===== src/rtl/rf_2w2r_sb.sv =====
// ============================================================================
// Module      : rf_2w2r_sb
// Description : 2^AW x DW register file with two write ports, two bypassed
//               read ports, a debug read port and per-register pending bits.
// Revision    : 1.0 - initial release
// ============================================================================
`default_nettype none

module rf_2w2r_sb #(
    parameter int DW       = 32,
    parameter int AW       = 5,
    parameter int ZERO_REG = 1
) (
    input  logic          clk,
    input  logic          rst_n,
    input  logic          we0,
    input  logic [AW-1:0] wa0,
    input  logic [DW-1:0] wd0,
    input  logic          we1,
    input  logic [AW-1:0] wa1,
    input  logic [DW-1:0] wd1,
    input  logic          claim,
    input  logic [AW-1:0] claim_a,
    input  logic [AW-1:0] ra1,
    input  logic [AW-1:0] ra2,
    output logic [DW-1:0] rd1,
    output logic [DW-1:0] rd2,
    output logic          busy1,
    output logic          busy2,
    input  logic [AW-1:0] reg_sel,
    output logic [DW-1:0] reg_data,
    output logic          any_busy
);

    localparam int   c_DEPTH = 1 << AW;
    localparam logic c_ZERO  = (ZERO_REG != 0);

    logic [DW-1:0]    r_rf [c_DEPTH];
    logic [c_DEPTH-1:0] r_pend;

    logic w_wr0;
    logic w_wr1;
    logic w_claim;

    // Register 0 is hard-wired when c_ZERO: suppress every update aimed at it.
    assign w_wr0   = we0   && !(c_ZERO && (wa0     == '0));
    assign w_wr1   = we1   && !(c_ZERO && (wa1     == '0));
    assign w_claim = claim && !(c_ZERO && (claim_a == '0));

    // Port 1 is applied after port 0 so it wins a same-address collision;
    // likewise the claim is applied last so it overrides a clearing write.
    always_ff @(posedge clk or negedge rst_n) begin
        if (!rst_n) begin
            for (int i = 0; i < c_DEPTH; i++) begin
                r_rf[i] <= '0;
            end
            r_pend <= '0;
        end else begin
            if (w_wr0) begin
                r_rf[wa0]   <= wd0;
                r_pend[wa0] <= 1'b0;
            end
            if (w_wr1) begin
                r_rf[wa1]   <= wd1;
                r_pend[wa1] <= 1'b0;
            end
            if (w_claim) begin
                r_pend[claim_a] <= 1'b1;
            end
        end
    end

    logic [AW-1:0] w_ra   [2];
    logic [DW-1:0] w_rd   [2];
    logic          w_busy [2];

    assign w_ra[0] = ra1;
    assign w_ra[1] = ra2;

    generate
        for (genvar n = 0; n < 2; n++) begin : g_rd_port
            always_comb begin
                w_rd[n]   = r_rf[w_ra[n]];
                w_busy[n] = r_pend[w_ra[n]];
                if (c_ZERO && (w_ra[n] == '0)) begin
                    w_rd[n]   = '0;
                    w_busy[n] = 1'b0;
                end else if (we1 && (wa1 == w_ra[n])) begin
                    w_rd[n]   = wd1;
                    w_busy[n] = 1'b0;
                end else if (we0 && (wa0 == w_ra[n])) begin
                    w_rd[n]   = wd0;
                    w_busy[n] = 1'b0;
                end
            end
        end
    endgenerate

    assign rd1   = w_rd[0];
    assign rd2   = w_rd[1];
    assign busy1 = w_busy[0];
    assign busy2 = w_busy[1];

    // Debug view is array state only, deliberately without bypass.
    assign reg_data = (c_ZERO && (reg_sel == '0)) ? '0 : r_rf[reg_sel];
    assign any_busy = |r_pend;

endmodule

`default_nettype wire

===== config.mk =====
export PLATFORM = sky130hd
export DESIGN_NAME = rf_2w2r_sb
export DESIGN_NICKNAME = d
export VERILOG_FILES = /design/src/rtl/rf_2w2r_sb.sv
export SDC_FILE = /design/constraint.sdc
export NUM_CORES = 2
export LEC_CHECK = 0
export BUFFER_PORTS_ARGS = -buffer_cell sky130_fd_sc_hd__buf_2
export CORE_ASPECT_RATIO = 1.75
export CORE_MARGIN = 2
export CORE_UTILIZATION = 30
export DETAILED_ROUTE_END_ITERATION = 8
export GPL_TIMING_DRIVEN = 0
export HOLD_SLACK_MARGIN = 0.08
export PLACE_DENSITY = 0.48
export SYNTH_ARGS = -nofsm -noshare
export SYNTH_HDL_FRONTEND = slang
export SYNTH_SLANG_ARGS = --single-unit

===== constraint.sdc =====
create_clock -name clk -period 4.7 [get_ports clk]
set_clock_uncertainty 0.05 [all_clocks]
set_input_delay 0.94 -clock clk [delete_from_list [all_inputs] [get_ports clk]]
set_output_delay 0.94 -clock clk [all_outputs]
set_load 0.05 [all_outputs]

==> results.txt <==
Status -> complete, but fails checks
Failing checks -> capacitance limit, slew limit, setup timing
IO Port Bufs -> 135
Setup WS post-layout -> -0.184 ns
Ports -> 198
CTS Root Cell -> clkbuf_16
Reg clk slew, reported paths -> 0.07 ns
Clock Latency Late Sink -> 0.84 ns
Largest net degree at the start of global routing -> 149
Yosys warns -> 0
Die area -> 251,000 um^2
CP Capture Type -> output pin
Synth Flop Type -> dfrtp_1
Total power -> 38.1 mW
Via count -> 70,200
Routed wl met2 -> 253,000 um
Most frequent CP cell -> buf_16
Crit path launch type -> input pin
Worst stage delay on the critical path -> 0.41 ns
Buffers plus inverters on the worst setup path -> 7
Detailed Route Iter0 Violations -> 9,328
Seq/Total Area, Yosys -> 35.6%
Final net count -> 7,393
Max Fclk -> 205 MHz
Vias in the first global route -> 68,000
Met3 Wirelength -> 42,400 um
Ys async rst share -> 100%
Initial antenna violation count -> 53
Top delay family on crit path -> buffers and inverters
Post-synth top area share -> 35.6%
Starting Density -> 30.2%
Congestion Overflow GR -> 0
Clock net sink count -> 1,056
Fin. Hold Viols -> 0
Critical Path RT -> 3.71 ns
Post-layout util -> 35.4%
Metal1 wirelength -> 178,000 um
Post-route antenna net violation count -> 0
Area of the multi-input gates -> 44,400 um^2
CORE AREA -> 246,000 um^2
Reg-to-Reg Start -> r_rf[895]
Uppermost layer routed -> met5
Crit-path slowest cell -> a211oi_2
Cts hold-fix bufs -> 0
Net count after synthesis -> 7,058
Flop-to-flop setup slack -> 3.47 ns
Worst setup path startpoint -> ra2[0]
DR WL/cell -> 50.8 um
Crit Path Category -> input pin to output pin
CTS tree -> built
VDD IR max -> 336 uV
Relative slew slack -> -8.27%
Gate Count Post-Synth -> 6,959
Worst EP arrival -> 3.89 ns
Pwr Density -> 437 nW/um^2
Worst min-delay path class -> input pin to asynchronous set/reset pin
Min Clock Period, post-route -> 4.88 ns
Crit path max fanout -> 7
Critical path, cell by cell -> buf_6 -> buf_12 -> buf_16 -> buf_16 -> buf_4 -> buf_16 -> mux2i_2 -> o22ai_1 -> a211oi_2 -> a21oi_1 -> a221o_1 -> buf_4
Max Cap Violations -> 6
Static leakage -> 36.1 nW
Die H -> 662 um
Die X -> 380 um
Max clock buf depth -> 3
Detailed-route DRC error count -> 0
Levels on crit path -> 12
# rows -> 241
Synthesized area -> 74,200 um^2
Commonest non-fill, non-tap cell in the layout -> mux2i_1
DR vias/cell -> 6.55
Top post-synthesis cells by area -> dfrtp_1 36%, mux4_2 22%, mux2i_1 15%, nand2_1 3.7%, a21oi_1 3.3%
Ratio of cells with drive above 1 in the final layout -> 23.0%
Dpl hpwl -> 444,000 um
Area grow syn2layout -> 17.5%
Yosys cell types -> 66
Yosys reg bits -> 1,056
Avg Synthesized Cell Area -> 10.7 um^2
Post-synth top area cell -> dfrtp_1
H-tree depth -> 3
Fill count -> 25,000
Drt total wl -> 544,000 um
Routability cong. -> 1.07
Reg2Reg Depth -> 3
Fin crit share -> 104%
RSZ-0062 raised after global routing -> true
Reg-to-reg critical path endpoint -> r_rf[895]
Worst-Margin Slew -> 1.62 ns
Total CTS buffers -> 121
First-pass GRT wire length -> 693,000 um
Detailed Routing Iterations Pass 1 -> 5
Post-synth EDFFs -> 0
Storage element area -> 26,400 um^2
Most frequent cells in the layout -> 1,140 x mux2i_1, 1,056 x dfrtp_1, 723 x nand2_1
All-Layer GR Usage -> 42.3%
Max Slew Vio Count -> 55
# setup viols final -> 54
[worst max path at each step]
stage / endpoint
6_report: rd2[15]
5_1_grt: rd2[0]
4_1_cts: rd2[31]
3_5_place_dp: rd2[31]
3_3_place_gp: r_rf[783]
2_1_floorplan: busy1
[kinds of logic after synthesis]
family	synth area share, %
compound gates	13.3
xor+xnor	0.236
buf+inv	5.47
simple gates	7.85
flops	35.6
mux	37.6
[stage by stage]
step	setup TNS, ns	worst slack [ns]	hold slack [ns]	cell area [um^2]	instances
2_1_floorplan	0	0.542	0.408	74200	6959
6_report	-2.98	-0.184	0.110	87200	10700
4_1_cts	-0.0657	-0.0582	0.160	86700	10700
3_5_place_dp	-153.52	-2.34	0.437	79700	10400
3_3_place_gp	-	-23.84	0.424	79000	10400
5_1_grt	-0.212	-0.0571	0.186	87100	10700
[registers in the layout (all words and copies together) (netlist names)]
signal and flops:
r_pend 32, r_rf 1024
[cell type report]
cell class              count  share of cell area, %
plain buffers             920                   6.60
clock inverters            63                   1.00
flip-flops and latches   1056                   30.3
repair buffers            216                   2.22
inverters                  42                  0.185
clock buffers             164                   3.91
well taps                3280                   4.71
diodes                     29                 0.0833
multi-input cells        4937                   51.0
[power by group]
part           switching [mW]  leakage (nW)  total (mW)  internal (mW)
logic                    7.45          21.0        13.0           5.56
registers                2.72          13.0        14.1           11.4
clock network            4.91          2.09        10.9           6.04
[cell usage after synthesis, drive strengths merged (4+ instances only)]
cell type     n
inv          42
a2bb2oi       8
a21o          4
a32oi        48
nand2       724
mux2i      1143
a22oi        48
a21oi       493
and3         58
a22o         68
a32o         13
a211oi       94
buf         309
nand3        12
a31oi        57
mux2         17
dfrtp      1056
o22ai        31
nor3          9
nor2b        11
or2           4
nor2        535
nand3b        7
a221o        63
and2         14
a221oi       15
or3b          4
nor4         26
xnor2        12
o21ai       551
o221ai       94
nand4        14
xor2          8
nand2b        5
mux4        721
clkbuf      615
[per-layer routing]
| metal | vias to the layer above | GRT usage [%] |
|---|---|---|
| li1 | 26900 | - |
| met1 | 36400 | 44.1 |
| met2 | 5101 | 68.4 |
| met3 | 1750 | 8.99 |
| met4 | 18 | 45.1 |
| met5 | - | 0 |
[repair_timing]
action                                  CTS  global route
resized for setup                       696            74
pin swaps                                41            10
gates cloned                              3             1
hold endpoints to repair                  0             0
setup buffers                            36            12
endpoints found under the setup margin   98            66
(Power assumes the default switching activity.)
